### src/rtl/crank_wheel_if.sv
// Signal bundle between the crank-wheel decoder and its consumers.
// The decoder owns the slave side; the GPIO status port and fabric logic see the master side.
interface crank_wheel_if #(
  parameter int PERIOD_W = 24
);
  logic                enable;
  logic                crank_in;
  logic                clear_loss;
  logic [PERIOD_W-1:0] tooth_period;
  logic [5:0]          tooth_index;
  logic                sync;
  logic                sync_loss;
  logic                tooth_strobe;
  logic                rev_strobe;
  logic [31:0]         status_word;

  modport master (
    output enable, crank_in, clear_loss,
    input  tooth_period, tooth_index, sync, sync_loss, tooth_strobe, rev_strobe, status_word
  );

  modport slave (
    input  enable, crank_in, clear_loss,
    output tooth_period, tooth_index, sync, sync_loss, tooth_strobe, rev_strobe, status_word
  );
endinterface

### src/rtl/crank_wheel_decoder.sv
// Decodes an N-M crank trigger wheel into tooth period, tooth index and sync status,
// packed into one 32-bit status word for the firmware GPIO read port.
module crank_wheel_decoder #(
  parameter int TEETH_TOTAL   = 60,
  parameter int TEETH_MISSING = 2,
  parameter int PERIOD_W      = 24,
  parameter int MIN_PERIOD    = 8
) (
  input logic          clk,
  input logic          reset,
  crank_wheel_if.slave bus
);

  typedef enum logic [1:0] {IDLE, MEASURE, HUNT, SYNCED} state_t;

  localparam logic [PERIOD_W-1:0] CNT_MAX    = '1;
  localparam logic [PERIOD_W-1:0] CNT_MIN    = PERIOD_W'(MIN_PERIOD);
  localparam logic [5:0]          LAST_TOOTH = 6'(TEETH_TOTAL - TEETH_MISSING - 1);

  logic                s1, s2, s3;
  state_t              state, state_n;
  logic [PERIOD_W-1:0] cnt, cnt_n;
  logic [PERIOD_W-1:0] prev, prev_n;
  logic [PERIOD_W-1:0] period, period_n;
  logic [5:0]          index, index_n;
  logic                sync, sync_n;
  logic                loss, loss_n;
  logic                tooth_stb, tooth_stb_n;
  logic                rev_stb, rev_stb_n;
  logic                loss_set;
  logic                rise, saturated, accepted, gap;
  logic [PERIOD_W+1:0] cnt_x2, prev_x3;
  logic [23:0]         period_field;

  assign rise      = s2 & ~s3;
  assign saturated = (cnt == CNT_MAX);
  assign accepted  = rise && ((state == IDLE) || (cnt >= CNT_MIN));

  // Gap when the current interval is at least 1.5x the last normal tooth; widened so neither side overflows.
  assign cnt_x2  = {1'b0, cnt, 1'b0};
  assign prev_x3 = {2'b00, prev} + {1'b0, prev, 1'b0};
  assign gap     = (cnt_x2 >= prev_x3);

  always_ff @(posedge clk) begin
    if (reset) begin
      s1        <= 1'b0;
      s2        <= 1'b0;
      s3        <= 1'b0;
      state     <= IDLE;
      cnt       <= '0;
      prev      <= '0;
      period    <= '0;
      index     <= '0;
      sync      <= 1'b0;
      loss      <= 1'b0;
      tooth_stb <= 1'b0;
      rev_stb   <= 1'b0;
    end else begin
      s1        <= bus.crank_in;
      s2        <= s1;
      s3        <= s2;
      state     <= state_n;
      cnt       <= cnt_n;
      prev      <= prev_n;
      period    <= period_n;
      index     <= index_n;
      sync      <= sync_n;
      loss      <= loss_n;
      tooth_stb <= tooth_stb_n;
      rev_stb   <= rev_stb_n;
    end
  end

  // Priority: disable, then timeout (which swallows a coincident edge), then accepted edges.
  always_comb begin
    state_n     = state;
    cnt_n       = saturated ? cnt : cnt + PERIOD_W'(1);
    prev_n      = prev;
    period_n    = period;
    index_n     = index;
    sync_n      = sync;
    tooth_stb_n = 1'b0;
    rev_stb_n   = 1'b0;
    loss_set    = 1'b0;

    if (!bus.enable) begin
      state_n  = IDLE;
      cnt_n    = '0;
      prev_n   = '0;
      period_n = '0;
      index_n  = '0;
      sync_n   = 1'b0;
    end else if ((state != IDLE) && saturated) begin
      state_n  = IDLE;
      loss_set = (state == SYNCED);
      sync_n   = 1'b0;
      period_n = '0;
      index_n  = '0;
    end else if (accepted) begin
      cnt_n       = PERIOD_W'(1);
      tooth_stb_n = (state != IDLE);
      case (state)
        IDLE: state_n = MEASURE;
        MEASURE: begin
          prev_n   = cnt;
          period_n = cnt;
          state_n  = HUNT;
        end
        HUNT: begin
          if (gap) begin
            index_n = '0;
            sync_n  = 1'b1;
            state_n = SYNCED;
          end else begin
            prev_n   = cnt;
            period_n = cnt;
          end
        end
        SYNCED: begin
          if (index == LAST_TOOTH) begin
            if (gap) begin
              index_n   = '0;
              rev_stb_n = 1'b1;
            end else begin
              sync_n   = 1'b0;
              loss_set = 1'b1;
              state_n  = HUNT;
              prev_n   = cnt;
              period_n = cnt;
            end
          end else if (gap) begin
            sync_n   = 1'b0;
            loss_set = 1'b1;
            state_n  = HUNT;
          end else begin
            index_n  = index + 6'd1;
            prev_n   = cnt;
            period_n = cnt;
          end
        end
        default: state_n = IDLE;
      endcase
    end

    loss_n = loss_set | (loss & ~bus.clear_loss);
  end

  generate
    if (PERIOD_W >= 24) begin : g_trunc
      assign period_field = period[23:0];
    end else begin : g_ext
      assign period_field = {{(24-PERIOD_W){1'b0}}, period};
    end
  endgenerate

  assign bus.tooth_period = period;
  assign bus.tooth_index  = index;
  assign bus.sync         = sync;
  assign bus.sync_loss    = loss;
  assign bus.tooth_strobe = tooth_stb;
  assign bus.rev_strobe   = rev_stb;
  assign bus.status_word  = {sync, loss, index, period_field};

endmodule
### src/flat_wrapper.sv
// flat-port wrapper written by rule: the top's interface ports become plain ports
module crank_wheel_decoder_flat 
#(
  parameter int TEETH_TOTAL   = 60,
  parameter int TEETH_MISSING = 2,
  parameter int PERIOD_W      = 24,
  parameter int MIN_PERIOD    = 8
)
  (clk, reset, bus_enable, bus_crank_in, bus_clear_loss, bus_tooth_period, bus_tooth_index, bus_sync, bus_sync_loss, bus_tooth_strobe, bus_rev_strobe, bus_status_word);
  crank_wheel_if #(.PERIOD_W(PERIOD_W)) bus_i ();
  input logic clk;
  input logic reset;
  input wire logic [$bits(bus_i.enable)-1:0] bus_enable;
  input wire logic [$bits(bus_i.crank_in)-1:0] bus_crank_in;
  input wire logic [$bits(bus_i.clear_loss)-1:0] bus_clear_loss;
  output wire logic [$bits(bus_i.tooth_period)-1:0] bus_tooth_period;
  output wire logic [$bits(bus_i.tooth_index)-1:0] bus_tooth_index;
  output wire logic [$bits(bus_i.sync)-1:0] bus_sync;
  output wire logic [$bits(bus_i.sync_loss)-1:0] bus_sync_loss;
  output wire logic [$bits(bus_i.tooth_strobe)-1:0] bus_tooth_strobe;
  output wire logic [$bits(bus_i.rev_strobe)-1:0] bus_rev_strobe;
  output wire logic [$bits(bus_i.status_word)-1:0] bus_status_word;
  assign bus_i.enable = bus_enable;
  assign bus_i.crank_in = bus_crank_in;
  assign bus_i.clear_loss = bus_clear_loss;
  assign bus_tooth_period = bus_i.tooth_period;
  assign bus_tooth_index = bus_i.tooth_index;
  assign bus_sync = bus_i.sync;
  assign bus_sync_loss = bus_i.sync_loss;
  assign bus_tooth_strobe = bus_i.tooth_strobe;
  assign bus_rev_strobe = bus_i.rev_strobe;
  assign bus_status_word = bus_i.status_word;
  crank_wheel_decoder #(.TEETH_TOTAL(TEETH_TOTAL), .TEETH_MISSING(TEETH_MISSING), .PERIOD_W(PERIOD_W), .MIN_PERIOD(MIN_PERIOD)) u_core (.clk(clk), .reset(reset), .bus(bus_i));
endmodule
### config.mk
export PLATFORM = sky130hd
export DESIGN_NAME = crank_wheel_decoder_flat
export DESIGN_NICKNAME = d
export VERILOG_FILES = /design/src/rtl/crank_wheel_if.sv /design/src/rtl/crank_wheel_decoder.sv /design/src/flat_wrapper.sv
export SDC_FILE = /design/constraint.sdc
export NUM_CORES = 1
export LEC_CHECK = 0
export ABC_AREA = 1
export CORE_MARGIN = 5
export CORE_UTILIZATION = 49
export CTS_BUF_LIST = sky130_fd_sc_hd__clkbuf_4 sky130_fd_sc_hd__clkbuf_8
export CTS_CLUSTER_DIAMETER = 40
export DETAILED_ROUTE_END_ITERATION = 8
export PLACE_DENSITY_LB_ADDON = 0.25
export SLEW_MARGIN = 20
export SYNTH_ARGS = -nofsm -noshare
export SYNTH_HDL_FRONTEND = slang
export SYNTH_SLANG_ARGS = --single-unit
### constraint.sdc
create_clock -name clk -period 3.36 [get_ports clk]
set_input_delay 0.672 -clock clk [delete_from_list [all_inputs] [get_ports clk]]
set_output_delay 0.672 -clock clk [all_outputs]
set_load 0.02 [all_outputs]
==> metrics.md <==
| Metric | Value |
|---|---|
| Outcome | `complete, but fails checks` |
| Failing checks | `negative setup slack` |
| Reg2reg start | `u_core.prev[1]$_SDFFE_PP0P_` |
| Row count | `40` |
| Mapped cell area | `5970 um^2` |
| DR vias/cell | `5.32` |
| Gr ovfl total | `0` |
| Synth async-reset ratio | `0` |
| Synth Area per Inst | `7.02 um^2` |
| Post-synth top area share | `0.292` |
| Root Driver | `clkbuf_8` |
| Max H-tree Level | `3` |
| DR DRC count | `0` |
| Boundary pin count | `71` |
| First-pass GRT wire length | `26700 um` |
| Crit-path max FO | `7` |
| Crit path buf inv count | `6` |
| Total negative slack | `-11.89 ns` |
| Core Region | `12000 um^2` |
| Worst-margin pin slew | `0.864 ns` |
| Leak pwr | `3.26 nW` |
| Critical path capture point type | `register` |
| Post-CTS Hold Fix Bufs | `0` |
| GPL Wtd Cong | `0.927` |
| HP Start | `u_core.s1$_SDFF_PP0_` |
| Routed wire per std cell | `15.0 um` |
| Crit-path cells | `ha_4 -> inv_4 -> fa_2 -> o21ai_2 -> nand3_2 -> nand2_4 -> a31oi_4 -> o21bai_1 -> buf_4 -> xnor2_4 -> ha_4 -> buf_6 -> nand3_2 -> nor3_2 -> buf_4 -> nand3_4 -> nand2_4 -> nand2_8 -> nand2_8 -> inv_12 -> clkbuf_16 -> nor2_2 -> nor2_1` |
| Largest net degree at the start of global routing | `27` |
| Layout area overhead | `37.2%` |
| Fillers | `962` |
| CP Class | `register to register` |
| Cell area after layout | `8200 um^2` |
| CTS Sinks | `87` |
| Vias in the first global route | `5632` |
| Die Wd | `120 um` |
| WL final | `16900 um` |
| Post-synth EDFFs | `0` |
| Max-slew headroom | `0.422` |
| Register clock-pin slew on the reported worst setup and hold paths | `0.09 ns` |
| Hold crit path type | `register to register` |
| 1st-iter DRT viols | `358` |
| Fmax | `276 MHz` |
| Placed inst area | `7020 um^2` |
| Routed via count | `5985` |
| CP startpoint kind | `register` |
| Post-DRT Antenna Nets | `0` |
| Worst Clk Skew | `0.0127 ns` |
| Distinct cells, synth | `46` |
| Share of cells above drive strength 1 | `0.266` |
| Critical Path RT | `3.62 ns` |
| Die H | `120 um` |
| Peak supply drop | `0.257 mV` |
| Syn nets | `908` |
| Crit path from | `u_core.prev[1]$_SDFFE_PP0P_` |
| P per Cell Area | `242 nW/um^2` |
| Clk pwr share | `0.424` |
| Seq/Total Area, Yosys | `0.292` |
| Post-Syn Instances | `851` |
| TritonCTS clock tree | `done` |
| Synth Flop Type | `dfxtp_1` |
| GRT Total Usage | `0.226` |
| # Max-Cap Violations | `0` |
| NetSw | `480 uW` |
| Worst path top cell family by delay | `simple AND/OR/NAND/NOR gates` |
| CTS Buf Count | `9` |
| DP HPWL | `11200 um` |
| Clk_lat worst skew | `0.37 ns` |
| Sequential power share | `0.523` |
| Crit share post-route | `1.08` |
| Synth top area cells | `dfxtp_1 29%, ha_1 11%, nand2_1 9.7%` |
| DRT Pass-1 Iters | `6` |
| Worst EP arrival | `3.89 ns` |
| Initial Util | `0.499` |
| DIE AREA | `14500 um^2` |
| Slew Limit Fails | `0` |
| Tmin final | `3.62 ns` |
| Combinational power share | `0.053` |
| Number of antenna violations at the first check in global routing | `0` |
| Switching share of power | `0.242` |
| Critical path's slowest cell | `dfxtp_4` |
| Hold Fails Final Rpt | `0` |
| Antenna Diode Count | `0` |
| Worst path max stage delay | `0.39 ns` |
| RSZ-0062 raised after global routing | `true` |
| Clock Tree Buf Depth | `2` |
| Area leader, netlist | `dfxtp_1` |
| Internal | `1.50 mW` |
| Layout Nets | `1031` |
| # setup viols final | `59` |
| Register bit total from synthesis | `87` |
| Input/output buffers | `70` |
| Yosys warnings | `0` |
| Final Worst Setup Slack | `-0.264 ns` |
synth_stat cells, types with 2 or more instances:
library cell	number
buf_8	2
dfxtp_1	87
inv_1	102
nand4_1	10
or2_2	2
a31oi_1	6
inv_2	4
nor4_1	9
buf_2	2
nand2_2	4
nor3_1	20
a21oi_1	70
nor3_2	4
nand3_1	31
o21ai_0	57
nand2_1	155
o21bai_1	2
clkbuf_1	4
ha_1	51
a211oi_1	2
nand3b_1	2
a21oi_2	4
nand3_2	2
o21ai_1	8
o31ai_1	2
xnor2_1	13
nor2_2	3
nand2_4	4
xor2_1	20
a211oi_2	2
nor2_1	111
o21a_1	3
a21o_1	2
buf_4	33
buf_6	6
nor2_4	2
metal layers:
layer	vias up	share of wire	track usage
met2	175	0.50	0.387
met4	0	0.014	0.0637
met1	2760	0.44	0.293
li1	3025	-	-
met5	-	0	0
met3	25	0.049	0.0374
layout make-up:
cell class / instances / area [um^2] / share of cell area
Multi-Input combinational cell: 611 / 4070 / 0.497
Inverter: 107 / 419 / 0.0511
Timing Repair inverter: 1 / 11.3 / 0.00137
Timing Repair Buffer: 157 / 1530 / 0.187
Tap cell: 147 / 184 / 0.0224
Clock buffer: 9 / 124 / 0.0151
Clock inverter: 7 / 105 / 0.0128
Sequential cell: 87 / 1750 / 0.214
placed cells by master, fill, tap and decap left out, drive strengths merged, types with 6 or more instances in the layout:
cell type / netlist / final
a21oi: 74 / 74
a31oi: 6 / 6
buf: 43 / 85
clkbuf: 4 / 11
clkdlybuf4s50: 0 / 70
dfxtp: 87 / 87
ha: 51 / 51
inv: 107 / 110
nand2: 164 / 165
nand3: 34 / 34
nand4: 10 / 10
nor2: 116 / 116
nor3: 24 / 24
nor4: 9 / 9
o21ai: 66 / 66
xnor2: 13 / 13
xor2: 20 / 20
state kept, by name, summed over array words and instances, names as in the netlist:
name / flops
u_core.bus.sync: 1
u_core.s1: 1
u_core.bus.tooth_index: 6
u_core.bus.tooth_period: 24
u_core.state: 2
u_core.s2: 1
u_core.s3: 1
u_core.bus.tooth_strobe: 1
u_core.bus.rev_strobe: 1
u_core.bus.sync_loss: 1
u_core.prev: 24
u_core.cnt: 24
logic make-up (layout without fill, tap and decap cells):
kind of cell    count (synthesis)  count (layout)  share of synthesized area
compound gates                160             160                      0.146
xor+xnor                       33              33                     0.0484
fa+ha+maj                      52              52                      0.110
buf+inv                       154             281                      0.130
flops                          87              87                      0.292
simple gates                  365             366                      0.274
worst reg2reg max path, stage by stage, from the launching register on:
cell	delay (ns)
dfxtp_4	0.39
ha_4	0.15
inv_4	0.04
fa_2	0.38
o21ai_2	0.19
nand3_2	0.10
nand2_4	0.12
a31oi_4	0.11
o21bai_1	0.20
buf_4	0.17
xnor2_4	0.07
ha_4	0.31
buf_6	0.10
nand3_2	0.07
nor3_2	0.17
buf_4	0.14
nand3_4	0.09
nand2_4	0.13
nand2_8	0.09
nand2_8	0.17
inv_12	0.07
clkbuf_16	0.16
nor2_2	0.07
nor2_1	0.05
final timing paths:
kind | to | slack [ns] | cells after the start
worst min register to register | u_core.s2$_SDFF_PP0_ | 0.41 | 2
worst max-delay path | u_core.bus.tooth_period[18]$_SDFFE_PP0P_ | -0.26 | 23
worst max register to register | u_core.bus.tooth_period[18]$_SDFFE_PP0P_ | -0.26 | 23
worst min-delay path | u_core.s2$_SDFF_PP0_ | 0.41 | 2
what timing repair did:
item                                    4_1_cts  5_1_grt
cloned                                        5        2
pin swaps                                    18       39
resized for setup                           111      106
endpoints found under the setup margin       59       59
setup buffers                                11        8
power groups by stage:
stage	Combinational, mW	Sequential [mW]	Clock (mW)
after global routing	0.115	1.04	0.901
final	0.105	1.04	0.842
after floorplan	0.0556	1.06	0
after global placement	0.0801	1.06	0
after CTS	0.0942	1.04	0.852
after detailed placement	0.0804	1.06	0
through the flow:
stage          utilization  setup WS [ns]  std cells  power (mW)  hold slack, ns
6_report             0.685         -0.264       1126        1.98           0.412
5_1_grt              0.685         -0.498       1126        2.05           0.427
4_1_cts              0.645         -0.129       1119        1.98           0.415
3_5_place_dp         0.587         -0.328       1088        1.14           0.399
3_3_place_gp         0.587         -0.281       1088        1.14           0.394
2_1_floorplan            -         0.0116        851        1.12           0.388
Power figures use the tool's default switching activity.
